## src/rtl/alarm_pkg.sv

```systemverilog
// Shared types and constants for the anti-theft alarm controller.
package alarm_pkg;

  typedef enum logic [2:0] {
    ARMED       = 3'd0,
    TRIGGERED   = 3'd1,
    SOUND_ALARM = 3'd2,
    ALARM_HOLD  = 3'd3,
    DISARMED    = 3'd4,
    DOOR_OPEN   = 3'd5,
    ARM_DELAY   = 3'd6
  } state_t;

  typedef logic [3:0] interval_t;
  typedef logic [1:0] param_idx_t;

  localparam param_idx_t P_ARM = 2'd0;
  localparam param_idx_t P_DRV = 2'd1;
  localparam param_idx_t P_PAS = 2'd2;
  localparam param_idx_t P_ALM = 2'd3;

  localparam interval_t T_ARM_DEF = 4'd6;
  localparam interval_t T_DRV_DEF = 4'd8;
  localparam interval_t T_PAS_DEF = 4'd15;
  localparam interval_t T_ALM_DEF = 4'd10;

  // A zero interval would never expire, so the smallest storable value is 1.
  function automatic interval_t clamp_interval(input interval_t v);
    return (v == 4'd0) ? 4'd1 : v;
  endfunction

endpackage

```

## src/rtl/time_params.sv

```systemverilog
// Four programmable timer intervals with reset defaults, one clamped write
// port and one combinational read port.
module time_params
  import alarm_pkg::*;
#(
  parameter interval_t T_ARM = T_ARM_DEF,
  parameter interval_t T_DRV = T_DRV_DEF,
  parameter interval_t T_PAS = T_PAS_DEF,
  parameter interval_t T_ALM = T_ALM_DEF
) (
  input  logic       clock,
  input  logic       reset_n,
  input  logic       wr_en_i,
  input  param_idx_t wr_sel_i,
  input  interval_t  wr_val_i,
  input  param_idx_t rd_sel_i,
  output interval_t  rd_val_o
);

  interval_t param_q [4];

  // Register file: defaults on reset, clamped write when enabled.
  always_ff @(posedge clock or negedge reset_n) begin
    if (!reset_n) begin
      param_q[P_ARM] <= T_ARM;
      param_q[P_DRV] <= T_DRV;
      param_q[P_PAS] <= T_PAS;
      param_q[P_ALM] <= T_ALM;
    end else if (wr_en_i) begin
      param_q[wr_sel_i] <= clamp_interval(wr_val_i);
    end
  end

  assign rd_val_o = param_q[rd_sel_i];

endmodule

```

## src/rtl/alarm_fsm.sv

```systemverilog
// Anti-theft controller: sequences the countdown timer, drives siren,
// status LED and fuel-pump enable.
//
// state       | meaning
// ARMED       | armed, LED blinks at 1 Hz, waiting for a door
// TRIGGERED   | door opened while armed, waiting for ignition or timeout
// SOUND_ALARM | siren on, waiting for both doors to close
// ALARM_HOLD  | siren on, doors closed, hold time running
// DISARMED    | owner present (ignition seen)
// DOOR_OPEN   | disarmed, ignition off, driver door open
// ARM_DELAY   | driver door closed, arming delay running
module alarm_fsm
  import alarm_pkg::*;
#(
  parameter interval_t T_ARM_DEF = alarm_pkg::T_ARM_DEF,
  parameter interval_t T_DRV_DEF = alarm_pkg::T_DRV_DEF,
  parameter interval_t T_PAS_DEF = alarm_pkg::T_PAS_DEF,
  parameter interval_t T_ALM_DEF = alarm_pkg::T_ALM_DEF
) (
  input  logic       clock,
  input  logic       reset_n,
  input  logic       ignition,
  input  logic       door_driver,
  input  logic       door_pass,
  input  logic       hidden_sw,
  input  logic       brake,
  input  logic       reprogram,
  input  logic [1:0] time_param_sel,
  input  logic [3:0] time_value,
  input  logic       expired_pulse,
  input  logic       one_hz,
  output logic       start_timer,
  output logic [3:0] value,
  output logic       siren,
  output logic       status_led,
  output logic       fuel_pump,
  output logic [2:0] state_out
);

  state_t     state_q, state_d;
  logic       start_q, start_d;
  interval_t  value_q;
  logic       siren_q, siren_d;
  logic       led_q, led_d;
  logic       pump_q, pump_d;
  logic       live_q, live_d;
  param_idx_t sel_d;
  interval_t  sel_val;
  logic       exp_ok;
  logic       door_any;

  time_params #(
    .T_ARM(T_ARM_DEF),
    .T_DRV(T_DRV_DEF),
    .T_PAS(T_PAS_DEF),
    .T_ALM(T_ALM_DEF)
  ) u_params (
    .clock    (clock),
    .reset_n  (reset_n),
    .wr_en_i  (reprogram),
    .wr_sel_i (time_param_sel),
    .wr_val_i (time_value),
    .rd_sel_i (sel_d),
    .rd_val_o (sel_val)
  );

  // An expiry only counts for a count we started, and never in its start cycle.
  assign exp_ok   = expired_pulse && live_q && !start_q;
  assign door_any = door_driver || door_pass;

  // Next state, timer start request and interval selection.
  always_comb begin
    state_d = state_q;
    start_d = 1'b0;
    sel_d   = P_ARM;
    if (reprogram) begin
      state_d = ARMED;
    end else begin
      case (state_q)
        ARMED: begin
          if (door_driver) begin
            state_d = TRIGGERED;
            start_d = 1'b1;
            sel_d   = P_DRV;
          end else if (door_pass) begin
            state_d = TRIGGERED;
            start_d = 1'b1;
            sel_d   = P_PAS;
          end
        end
        TRIGGERED: begin
          if (ignition)    state_d = DISARMED;
          else if (exp_ok) state_d = SOUND_ALARM;
        end
        SOUND_ALARM: begin
          if (ignition) begin
            state_d = DISARMED;
          end else if (!door_any) begin
            state_d = ALARM_HOLD;
            start_d = 1'b1;
            sel_d   = P_ALM;
          end
        end
        ALARM_HOLD: begin
          if (ignition)      state_d = DISARMED;
          else if (door_any) state_d = SOUND_ALARM;
          else if (exp_ok)   state_d = ARMED;
        end
        DISARMED: begin
          if (!ignition && door_driver) state_d = DOOR_OPEN;
        end
        DOOR_OPEN: begin
          if (ignition) begin
            state_d = DISARMED;
          end else if (!door_driver) begin
            state_d = ARM_DELAY;
            start_d = 1'b1;
            sel_d   = P_ARM;
          end
        end
        ARM_DELAY: begin
          if (ignition)      state_d = DISARMED;
          else if (door_any) state_d = DOOR_OPEN;
          else if (exp_ok)   state_d = ARMED;
        end
        default: state_d = ARMED;
      endcase
    end
  end

  // Next values of the registered outputs and the timer-live flag.
  always_comb begin
    live_d  = start_d || (live_q && (state_d == state_q) && !exp_ok);
    siren_d = (state_d == SOUND_ALARM) || (state_d == ALARM_HOLD);
    led_d   = 1'b0;
    if ((state_d == TRIGGERED) || siren_d) begin
      led_d = 1'b1;
    end else if ((state_d == ARMED) && (state_q == ARMED)) begin
      led_d = one_hz ? !led_q : led_q;
    end
    pump_d = ignition && (pump_q || (hidden_sw && brake));
  end

  // State and output registers.
  always_ff @(posedge clock or negedge reset_n) begin
    if (!reset_n) begin
      state_q <= ARMED;
      start_q <= 1'b0;
      value_q <= '0;
      siren_q <= 1'b0;
      led_q   <= 1'b0;
      pump_q  <= 1'b0;
      live_q  <= 1'b0;
    end else begin
      state_q <= state_d;
      start_q <= start_d;
      if (start_d) value_q <= sel_val;
      siren_q <= siren_d;
      led_q   <= led_d;
      pump_q  <= pump_d;
      live_q  <= live_d;
    end
  end

  assign start_timer = start_q;
  assign value       = value_q;
  assign siren       = siren_q;
  assign status_led  = led_q;
  assign fuel_pump   = pump_q;
  assign state_out   = state_q;

endmodule

```

## config.mk

```make
export PLATFORM = sky130hd
export DESIGN_NAME = alarm_fsm
export DESIGN_NICKNAME = d
export VERILOG_FILES = /design/src/rtl/alarm_pkg.sv /design/src/rtl/time_params.sv /design/src/rtl/alarm_fsm.sv
export SDC_FILE = /design/constraint.sdc
export NUM_CORES = 1
export LEC_CHECK = 0
export BUFFER_PORTS_ARGS = -buffer_cell sky130_fd_sc_hd__buf_2
export CORE_AREA = 3 3 57 65
export DETAILED_ROUTE_END_ITERATION = 10
export DIE_AREA = 0 0 60 68
export GPL_TIMING_DRIVEN = 1
export HOLD_SLACK_MARGIN = 0.12
export PLACE_DENSITY_LB_ADDON = 0.05
export SLEW_MARGIN = 25
export SYNTH_ARGS = -nofsm -noshare
export SYNTH_HDL_FRONTEND = slang
export SYNTH_SLANG_ARGS = --single-unit
```

## constraint.sdc

```tcl
create_clock -name clock -period 2.3 [get_ports clock]
set_input_delay 0.46 -clock clock [delete_from_list [all_inputs] [get_ports clock]]
set_output_delay 0.46 -clock clock [all_outputs]
set_load 0.01 [all_outputs]
```

Word level (Yosys, flattened, before mapping)
Index checks and enable logic that the tools add are counted.
- memory bits (read-only): 0
- output and inout port bits: 11
- RAM bits: 0
- register bits: 28
- logic and storage cells: 88
- input port bits: 16
- memories kept: 0
- bits in latches: 0
- shifts and indexed selects: 0
- div/mod/pow operators: 0
- bitwise operators: 2
- magnitude comparators: 3
- eq/ne operators: 11
- add/subtract/negate cells: 0
- mux-type cells: 40
- reductions and logical operators: 21
- multipliers: 0
- operators by type and width (kind ; number):
    $mux 3 ; 15
    $pmux 3 s7 ; 1
    $bwmux 16 ; 1
    $mux 4 ; 4
    $eq 3x2->1 const B ; 4
    $mux 1 ; 10
    $mux 2 ; 5
    $eq 3x3->1 const B ; 3
    $logic_and 1x1->1 ; 9
    $bmux 4 s2 ; 1
    $demux 4 s2 ; 1
    $eq 3x1->1 const B ; 2
    $ge 3x3->1 const B ; 2
    $logic_not 3->1 ; 2
    $not 2->3 ; 2
    $logic_or 1x1->1 ; 5
    $logic_not 1->1 ; 4
    $logic_not 4->1 ; 1
    $pmux 2 s2 ; 1
    $eq 3x3->1 ; 1
    $lt 3x1->1 const B ; 1
    $ne 3x3->1 const B ; 1
    $pmux 1 s3 ; 1

Depth between registers and ports, before layout
Gate-level depths: netlist (run 1).
- word-level depth: 11
- depth in mapped cells: 6
- depth with buffers taken out: 5

Hierarchy
Synthesis (run 1) repeated with hierarchy kept, for this count alone.
- cells, all modules: 128
- area total of the unflattened synthesis: 1561.5 µm²
- by module, submodules not included (module ; area each (µm²) ; cells an instance ; instances ; sequential area each (µm²)):
    alarm_fsm ; 793.3 ; 79 ; 1 ; 300.3
    time_params ; 768.2 ; 49 ; 1 ; 411.6

Worst setup path after synthesis (run 1)
Ideal clock, no wire load.
- path kind: in2reg
- start: in door_driver
- end: reg value_q[0] (netlist: value[0])
- library setup time: 125 ps
- cell stages on the path: 5
- setup slack: 426 ps
- data required time: 2175 ps
- path buffers: 1
- arrival time: 1749 ps
- cell sequence: buf_6 nor2b_1 o21ai_2 mux4_2 mux2_2
- longest elaborated chain between the ends: 9
- elaborated cells on any way between the ends: 17
- classes of those cells: mux: 15; bitwise: 1; reduce/logical: 1
- ends and longest elaborated chain (what ; line ; text):
    from (decl) ; alarm_fsm.sv:23 ; input logic door_driver,
    $logic_or 1x1->1 ; alarm_fsm.sv:69 ; assign door_any = door_driver || door_pass;
    $mux 2 ; alarm_fsm.sv:98 ; end else if (!door_any) begin
    $mux 2 ; alarm_fsm.sv:96 ; if (ignition) begin
    $pmux 2 s2 ; alarm_fsm.sv:79 ; case (state_q)
    $mux 2 ; alarm_fsm.sv:76 ; if (reprogram) begin
    $not 2->3 (implied by the code) ; time_params.sv:34 ; assign rd_val_o = param_q[rd_sel_i];
    $bmux 4 s2 ; time_params.sv:34 ;
    $mux 4 (implied by the code) (2 in a row) ; time_params.sv:34 ;
    to (signal assigned) ; alarm_fsm.sv:157 ; if (start_d) value_q <= sel_val;
    to (decl) ; alarm_fsm.sv:42 ; interval_t value_q;
Parallel ways exist; a longest one is shown, timed or not. The select of a mux whose other input is x is not followed.
A chain may end at the register's enable or synchronous reset.

Final worst setup path (run 1)
- start: reg state_q[1] (netlist: state_out[1])
- end: reg value_q[1] (netlist: value[1])
- longest elaborated chain between the ends: 7
- elaborated cells on any way between the ends: 11
- classes of those cells: eq/ne: 2; mux: 7; bitwise: 1; reduce/logical: 1
- ends and longest elaborated chain (what ; line ; text):
    from (decl) ; alarm_fsm.sv:40 ; state_t state_q, state_d;
    from (signal assigned) ; alarm_fsm.sv:155 ; state_q <= state_d;
    $eq 3x2->1 or $logic_not 3->1 (tied branches) ; alarm_fsm.sv:79 ;
    $pmux 2 s2 ; alarm_fsm.sv:79 ;
    $mux 2 ; alarm_fsm.sv:76 ;
    $not 2->3 (implied by the code) ; time_params.sv:34 ;
    $bmux 4 s2 ; time_params.sv:34 ;
    $mux 4 (implied by the code) (2 in a row) ; time_params.sv:34 ;
Parallel ways exist; a longest one is shown, timed or not. The select of a mux whose other input is x is not followed.

==> impl_metrics.yaml, run 1 <==
routing:
  dr_total_vias: 1153
  firstDrtPassIters: 4
  route.met3.wl_um: 128
  ant_nets: 0
  met2_length_um: 1685
  drcViolationCount: 0
  wl_met1_um: 1327
  drt_iter0_drc: 135
  wl_per_cell_um: 16.07
  top_layer: "met4"
  wl_um: 3181
  vias_per_cell: 5.823
clocking:
  cts.sinks: 28
  cts_buffer_depth: 2
  clkLatencyLatePin_ns: 0.33
  cts_tree: "yes"
  cts_max_level: 1
  cts_setup_buffers: 0
  cts_resized: 0
  hold_buffers: 0
  clk_pin_slew_ns: 0.15
  cts_buffers: 3
  root_buffer: "clkbuf_4"
pwr:
  ir_drop_v: 0.0004821
  p_leak_nw: 0.7541
  pwr-share-clk: 0.231
  p_comb_frac: 0.270
  seqPwrFrac: 0.499
  swShare: 0.2826
  p_sw_uw: 390.9
  power.internal_uw: 992.1
  p_per_area_mw_per_mm2: 796.9
global_routing:
  grt_first_pass_wirelength_um: 5492
  grt_pass1_vias: 1169
  antenna_found_initial: 0
  grt_usage: 0.1795
  grt_start_max_net_pins: 29
  overflow: 0
synth:
  async_flop_share: 1.000
  syn_area_per_cell_um2: 11.19
  postSynthNetCount: 154
  synth_top_area_share: 0.3079
  synth-edff-count: 0
  synthTopCellsByArea: "dfrtp_1 (31%), dfstp_2 (15%), mux2_2 (12%), mux4_2 (4.4%), nor2_1 (2.7%)"
  yosysTopAreaCell: "dfrtp_1"
  synth_cell_type_count: 41
  synth_top_flop_cell: "dfrtp_1"
  synth_area_mm2: 0.001544
  yosys_warnings: 0
  synth-seq-area-share: 0.4611
  ys_seq_elements: 28
  synthCells: 138
critical_path:
  critical_path.startpoint_type: "register"
  ff2ff_setup_slack_ns: 0.40
  required_ns: 2.53
  r2r_start: "state_out[1]"
  worst-endpoint-arrival_ns: 2.14
  cp_cell_sequence: "nor4b_4 -> o21ai_2 -> mux4_2 -> mux2_2"
  crit_fanout: 9
  rr_endpoint: "value[1]"
  critPathTopFamily: "multiplexers"
  slowest_delay_ns: 0.54
  crit_buf_inv: 0
  crit_slowest_cell: "mux4_2"
  worstRegToRegCells: 4
  endpoint_kind: "register"
  critPathKind: "reg -> reg"
sta:
  setup_viol: 0
  tightest_slew_ns: 0.5942
  period_share: 0.8267
  fmax_mhz: 525.9
  rsz0062_at_grt: "no"
  slew_headroom: 0.6039
  hold_violations: 0
  fin_crit_ns: 1.902
  slew_violations: 0
  fin_worst_skew_ns: 0.002028
  timing.hold.ws_ns: 0.1104
  tns_ns: 0
placed_design:
  numPortBuffers: 26
  dpl.hpwl_um: 2466
  place.gp.congestion: 0.8624
  dp.cells: 194
layout:
  area_delta_synth_final_pct: 12.40
  nets: 181
  diodes: 0
  drive_gt1_frac: 0.4024
  finalNonFillerCells: 198
run_status:
  status: "finished, final reports clean"
min_path:
  hold_class: "in -> async"
floorplan:
  start_util: 0.5066
  die_x_um: 60
  io_pins: 27
  core-area_mm2: 0.003048
  die_h_um: 68
  dieArea_mm2: 0.004080
  placementRows: 21
run:
  cap_viol_max_count: 0
-- cell type report --
type,count,area (um^2)
clock buffer,3,22.52
fill,291,1313
clock inverter,1,30.03
timing repair buffer,30,160.2
tap,34,42.54
sequential,28,711.9
inverter,5,18.77
multi-input combinational,97,749.5
-- sequential cells by signal, indices dropped and copies added, names as in the netlist --
name / cells
status_led: 1
state_out: 3
fuel_pump: 1
value: 4
u_params.param_q: 16
siren: 1
start_timer: 1
live_q: 1
-- cell families after synthesis --
group / after synthesis / share of synthesized area
AOI/OAI and AO/OA: 32 / 0.1410
xor gates and xnor gates: 1 / 0.005674
muxes: 23 / 0.1864
and+or+nand+nor: 41 / 0.1524
buffers and inverters: 13 / 0.05349
DFF: 28 / 0.4611
-- power by group through the flow --
stage          Combinational [mW]  Clock (mW)  Sequential (mW)
5_1_grt                     0.417       0.351            0.709
4_1_cts                     0.381       0.327            0.691
3_5_place_dp                0.380           0            0.701
2_1_floorplan               0.240           0            0.702
6_report                    0.373       0.320            0.690
3_3_place_gp                0.372           0            0.696
-- per-layer routing --
layer / vias to the layer above / global-route usage
met4: 0 / 0.04986
li1: 564 / -
met2: 27 / 0.3149
met5: - / 0
met3: 6 / 0.02642
met1: 556 / 0.2283
-- worst max path at each step --
stage / startpoint / endpoint / slack [ns] / cells past startpoint
4_1_cts: state_out[1] / value[1] / 0.37 / 4
5_1_grt: state_out[1] / value[3] / 0.28 / 4
2_1_floorplan: door_driver / value[0] / 0.43 / 5
6_report: state_out[1] / value[1] / 0.40 / 4
3_3_place_gp: door_driver / value[0] / 0.26 / 5
3_5_place_dp: door_driver / value[1] / 0.23 / 5
-- synthesized netlist by cell type, drive strengths merged, types with 2 or more instances --
cell and count:
a21oi 8, a31oi 3, buf 2, clkbuf 6, dfrtp 19, dfstp 9
inv 5, mux2 16, mux2i 4, mux4 3, nand2 7, nand2b 2
nand3 3, nand3b 4, nand4 2, nor2 11, nor2b 2, nor3 3
nor4 2, o211ai 3, o21ai 7, o311ai 2, o41ai 2
-- cell usage in the layout, fill, tap and decap left out, types with 2 or more instances in the layout --
cell	Yosys	layout
a21oi_1	8	8
a31oi_1	3	3
buf_2	0	26
buf_4	0	4
clkbuf_4	0	3
dfrtp_1	19	19
dfstp_2	9	9
inv_1	5	5
mux2_2	16	16
mux2i_1	4	4
mux4_2	3	3
nand2_1	7	7
nand2b_1	2	2
nand3_1	3	3
nand3b_1	4	4
nand4_1	2	2
nor2_1	11	11
nor2b_1	2	2
nor3_1	2	2
nor4_1	2	2
o211ai_1	3	3
o21ai_0	6	6
o41ai_1	2	2
-- metrics by stage --
| stage | area [um^2] | power (mW) | util | setup slack (ns) |
|---|---|---|---|---|
| 2_1_floorplan | 1544 | 0.9423 | - | 0.4261 |
| 3_3_place_gp | 1683 | 1.068 | 0.5521 | 0.2609 |
| 3_5_place_dp | 1683 | 1.081 | 0.5521 | 0.2302 |
| 4_1_cts | 1735 | 1.399 | 0.5694 | 0.3692 |
| 5_1_grt | 1735 | 1.477 | 0.5694 | 0.2849 |
| 6_report | 1735 | 1.383 | 0.5694 | 0.3985 |
Note: power is estimated with default switching activity, not from simulation.
==> inputs of run 2 (changes only) <==
- ABC_AREA: unset -> 1
- CORE_AREA: 3 3 57 65 -> 3 3 58 65
- DIE_AREA: 0 0 60 68 -> 0 0 61 68
- clock period: 2.3 -> 1.5 ns (I/O delays scaled with it)
==> run 2 against run 1 <==
Against the previous run: the run now ends with setup timing left; sequential power rose by 52%; clock-buffer cell count up 1; non-clock buffer count rose by 27; final cell count increased by 46%; worst setup slack worse by 0.48 ns; clock power grew 15%; design area up 19%; critical path type unchanged; largest cell class unchanged.
==> impl_metrics.yaml, run 2 <==
placed_design:
  place.gp.congestion: 0.9460
  dpl.hpwl_um: 2950
  numPortBuffers: 26
  place_area_mm2: 0.001872
  dp.cells: 281
critical_path:
  crit_fanout: 4
  worst-endpoint-arrival_ns: 1.81
  worstRegToRegCells: 11
  rr_endpoint: "live_q"
  required_ns: 1.73
  endpoint_kind: "register"
  ff2ff_setup_slack_ns: -0.08
  critPathKind: "reg -> reg"
  r2r_start: "state_out[2]"
  critical_path.startpoint_type: "register"
run_status:
  status: "finished, violations left"
  violations: "setup timing"
pwr:
  ir_drop_v: 0.0006879
  p_leak_nw: 1.084
  fin_total_pwr_mw: 2.356
  p_per_area_mw_per_mm2: 1142
layout:
  finalNonFillerCells: 290
  fin_util: 0.6599
  diodes: 0
  registers.top_by_ff_count: "u_params.param_q"
  nets: 273
  area_delta_synth_final_pct: 34.17
  final_cell_area_mm2: 0.002063
  final_common_cell: "nand2_1"
  final_cell_mix: "nand2_1 (47), buf_2 (26), buf_4 (25), nor2_1 (20)"
  drive_gt1_frac: 0.4141
  largest_reg_flops: 16
global_routing:
  grt_pass1_vias: 1446
  antenna_found_initial: 0
  grt_usage: 0.2082
  grt_start_max_net_pins: 29
  grt_first_pass_wirelength_um: 6458
  overflow: 0
floorplan:
  die_x_um: 61
  placementRows: 21
  dieArea_mm2: 0.004148
  core-area_mm2: 0.003127
  start_util: 0.4918
  io_pins: 27
  die_h_um: 68
synth:
  postSynthNetCount: 214
  synth_area_mm2: 0.001538
  synth_top_area_share: 0.3092
  ys_seq_elements: 28
  synth_commonest_cells: "nand2_1 (50), nor2_1 (24), dfrtp_1 (19), o21ai_0 (19), inv_1 (18)"
  async_flop_share: 1.000
  synth_top_flop_cell: "dfrtp_1"
  yosysMostFrequentCell: "nand2_1"
  synth-seq-area-share: 0.4630
  yosys_warnings: 0
  synth-edff-count: 0
  synthTopCellsByArea: "dfrtp_1 (31%), dfstp_2 (15%), nand2_1 (12%), o21ai_0 (6.2%), nor2_1 (5.9%)"
  syn_area_per_cell_um2: 7.766
  synth_cell_type_count: 23
  yosysTopAreaCell: "dfrtp_1"
  synthCells: 198
sta:
  slew_violations: 0
  setup_ws_ns: -0.07674
  slew_headroom: 0.5899
  fmax_mhz: 634.2
  tightest_slew_ns: 0.6152
  setup_viol: 6
  rsz0062_at_grt: "yes"
  tns_ns: -0.3715
  fin_worst_skew_ns: 0.009012
  fin_crit_ns: 1.577
  hold_violations: 0
  period_share: 1.051
clocking:
  clkLatencyLatePin_ns: 0.33
  cts_max_level: 1
  clk_pin_slew_ns: 0.15
  cts_buffer_depth: 2
  cts.sinks: 28
  cts_tree: "yes"
  root_buffer: "clkbuf_4"
  cts_buffers: 3
min_path:
  hold_class: "in -> reg"
  hp-start: "brake"
  min_to: "fuel_pump"
  hold_depth: 3
run:
  cap_viol_max_count: 0
routing:
  ant_nets: 0
  vias_per_cell: 5.186
  wl_per_cell_um: 13.34
  firstDrtPassIters: 4
  drcViolationCount: 0
  wl_um: 3868
  drt_iter0_drc: 93
  dr_total_vias: 1504
==> run 2: layout make-up <==
class	count	area (um^2)
fill	287	1064
multi-input combinational	146	798.3
sequential	28	713.2
timing repair buffer	57	384.1
inverter	21	88.84
tap	34	42.54
clock buffer	4	36.28
==> run 2: how the worst max path moves through the flow <==
stage | cells after the start | start | slack (ns) | endpoint
3_3_place_gp | 13 | state_out[2] | -0.13 | live_q
3_5_place_dp | 13 | state_out[2] | -0.15 | live_q
2_1_floorplan | 13 | state_out[2] | 0.04 | live_q
6_report | 11 | state_out[2] | -0.08 | live_q
5_1_grt | 13 | state_out[2] | -0.18 | live_q
4_1_cts | 13 | state_out[0] | -0.11 | live_q
==> run 2: metal layers <==
metal	GRT usage	routed length, um
met3	0.01698	131
met2	0.3717	2079
met4	0.09756	89
met1	0.2494	1568
met5	0	0
==> run 2: timing repair <==
action | 4_1_cts | 5_1_grt
setup endpoints to repair | 8 | 11
gates cloned | 0 | 0
pin swaps | 8 | 10
setup buffers | 2 | 2
gates resized for setup | 16 | 18
endpoints found under the hold margin | 19 | 0
hold buffers | 1 | 0
==> run 2: cells by family after synthesis <==
logic type / Yosys count / share of synthesized area
AOI/OAI and AO/OA: 38 / 0.1351
buffers and inverters: 24 / 0.07648
DFF: 28 / 0.4630
and+or+nand+nor: 108 / 0.3255
==> run 2: report_power, final <==
| group | internal [mW] | switching [mW] |
|---|---|---|
| clock | 0.149 | 0.220 |
| sequential | 0.944 | 0.107 |
| combinational | 0.422 | 0.516 |
==> run 2: critical path, stage by stage (launching register included) <==
cell and delay (ns):
dfrtp_1 0.43, buf_4 0.16, buf_4 0.14, nand3_2 0.09, o21bai_4 0.12, nand4_1 0.14, nand2_1 0.12, nand2_1 0.08
nand2_1 0.07, nor2_1 0.04, nand2_1 0.05, nand2_1 0.05
==> run 2: through the flow <==
stage | hold WS, ns | setup slack, ns
CTS | 0.2046 | -0.1099
floorplan | 0.004409 | 0.04311
detailed placement | 0.3486 | -0.1523
global placement | 0.3214 | -0.1254
global route | 0.2002 | -0.1820
finish | 0.2142 | -0.07674
==> inputs of run 3 (changes only) <==
- GPL_TIMING_DRIVEN: 1 -> 0
==> run 3 against run 2 <==
Against the previous run: the flow still finishes with violations (setup timing); combinational power shrank 9.8%; design area shrank 9.0%; global-route usage shrank 1.9 points; wire length shrank 10%; sequential share of layout area grew 3.4 points; sequential power is essentially flat; critical path type unchanged; non-clock buffer count shrank 18; final cell count shrank 6.2%.
==> impl_metrics.yaml, run 3 (synthesis results as in run 2) <==
run_status:
  status: "finished, violations left"
  violations: "setup timing"
layout:
  final_cell_mix: "nand2_1 (47), buf_2 (26), nor2_1 (20), dfrtp_1 (19), o21ai_0 (18)"
  nets: 255
  largest_reg_flops: 16
  drive_gt1_frac: 0.3445
  area_delta_synth_final_pct: 22.05
  registers.top_by_ff_count: "u_params.param_q"
  diodes: 0
  final_common_cell: "nand2_1"
  fill_cells: 300
  final_cell_area_mm2: 0.001877
routing:
  wl_per_cell_um: 12.76
  drt_iter0_drc: 47
  wl_um: 3472
  dr_total_vias: 1411
  drcViolationCount: 0
  firstDrtPassIters: 4
  vias_per_cell: 5.188
  ant_nets: 0
pwr:
  ir_drop_v: 0.0007548
  fin_total_pwr_mw: 2.188
  p_leak_nw: 0.9907
  p_per_area_mw_per_mm2: 1166
sta:
  slew_violations: 0
  hold_violations: 0
  fin_worst_skew_ns: 0.006404
  fmax_mhz: 646.3
  tightest_slew_ns: 0.6034
  setup_viol: 5
  fin_crit_ns: 1.547
  rsz0062_at_grt: "yes"
  slew_headroom: 0.5977
  period_share: 1.032
  setup_ws_ns: -0.04731
clocking:
  cts.sinks: 28
  clkLatencyLatePin_ns: 0.32
  cts_tree: "yes"
  cts_buffers: 3
  cts_buffer_depth: 2
  root_buffer: "clkbuf_4"
  clk_pin_slew_ns: 0.14
  cts_max_level: 1
placed_design:
  numPortBuffers: 26
  place_area_mm2: 0.001710
  place.gp.congestion: 0.9044
  dpl.hpwl_um: 2659
global_routing:
  grt_first_pass_wirelength_um: 5865
  overflow: 0
  antenna_found_initial: 0
  grt_start_max_net_pins: 29
  grt_pass1_vias: 1365
  grt_usage: 0.1894
floorplan:
  die_x_um: 61
  die_h_um: 68
  start_util: 0.4918
  core-area_mm2: 0.003127
  io_pins: 27
  dieArea_mm2: 0.004148
  placementRows: 21
critical_path:
  slowest_delay_ns: 0.41
  critPathKind: "reg -> reg"
  worst-path-stages: 10
  worst-endpoint-arrival_ns: 1.81
  crit_fanout: 8
  crit_top_cell: "nand2_1"
  critical_path.startpoint_type: "register"
  required_ns: 1.76
  worstRegToRegCells: 10
  critPathTopFamily: "simple AND/OR/NAND/NOR gates"
  crit_slowest_cell: "dfrtp_1"
  endpoint_kind: "register"
  cp_cell_sequence: "buf_6 -> nor2_8 -> nand2_4 -> nor2_4 -> o21ai_4 -> inv_4 -> nand2_1 -> nand2_1 -> a21oi_2 -> a21oi_1"
  crit_buf_inv: 2
min_path:
  hold_depth: 3
  hold_class: "in -> reg"
run:
  cap_viol_max_count: 0
[run 3: path summary, 6_finish.rpt]
check	start	to	slack, ns
setup / recovery	state_out[2]	value[3]	-0.05
hold / removal	brake	fuel_pump	0.23
setup reg to reg	state_out[2]	value[3]	-0.05
hold reg to reg	value[2]	value[2]	0.49
max in group asynchronous	reset_n	state_out[1]	0.61
min in group asynchronous	reset_n	u_params.param_q[9]	0.50
[run 3: layout make-up]
class	count	area, um^2	area share
Multi-Input combinational cell	146	768.2	0.4093
Sequential cell	28	711.9	0.3793
Timing Repair Buffer	36	207.7	0.1107
Inverter	21	86.33	0.04600
Tap cell	34	42.54	0.02267
Buffer	3	33.78	0.01800
Clock buffer	4	26.28	0.01400
[run 3: timing repair]
item                                   CTS  global route
resized for setup                        2            20
setup buffers                            2             7
endpoints found under the hold margin   19             0
hold buffers                             1             0
pin swaps                                2             5
setup endpoints to repair                6             8
[run 3: worst reg2reg max path: cells and delay by family (launching register included)]
family                 cells  cell delay (ns)
AND/OR/NAND/NOR            5             0.51
AO/OA/AOI/OAI              3             0.30
buffers and inverters      2             0.27
flip-flops                 1             0.41
[run 3: report_power, final]
part	switching, mW	total [mW]	internal, mW
Combinational	0.491	0.846	0.354
Clock	0.207	0.312	0.104
Sequential	0.0886	1.03	0.942
[run 3: routing by layer]
metal / up-vias / global-route usage / routed length, um
met5: - / 0 / 0
met4: 0 / 0.06233 / 81
met3: 8 / 0.02264 / 140
met2: 35 / 0.3583 / 1845
met1: 646 / 0.2157 / 1404
li1: 722 / - / -
[run 3: stage by stage]
| stage | std cells | hold WS (ns) | util | setup slack (ns) | setup TNS [ns] |
|---|---|---|---|---|---|
| floorplan | 198 | 0.004409 | - | 0.04311 | 0 |
| global placement | 258 | 0.3283 | 0.5470 | -0.1007 | -0.3562 |
| detailed placement | 258 | 0.3434 | 0.5470 | -0.1040 | -0.4135 |
| CTS | 265 | 0.2184 | 0.5642 | -0.04721 | -0.2070 |
| global route | 272 | 0.2670 | 0.6002 | -0.1662 | -0.8589 |
| finish | 272 | 0.2290 | 0.6002 | -0.04731 | -0.1747 |
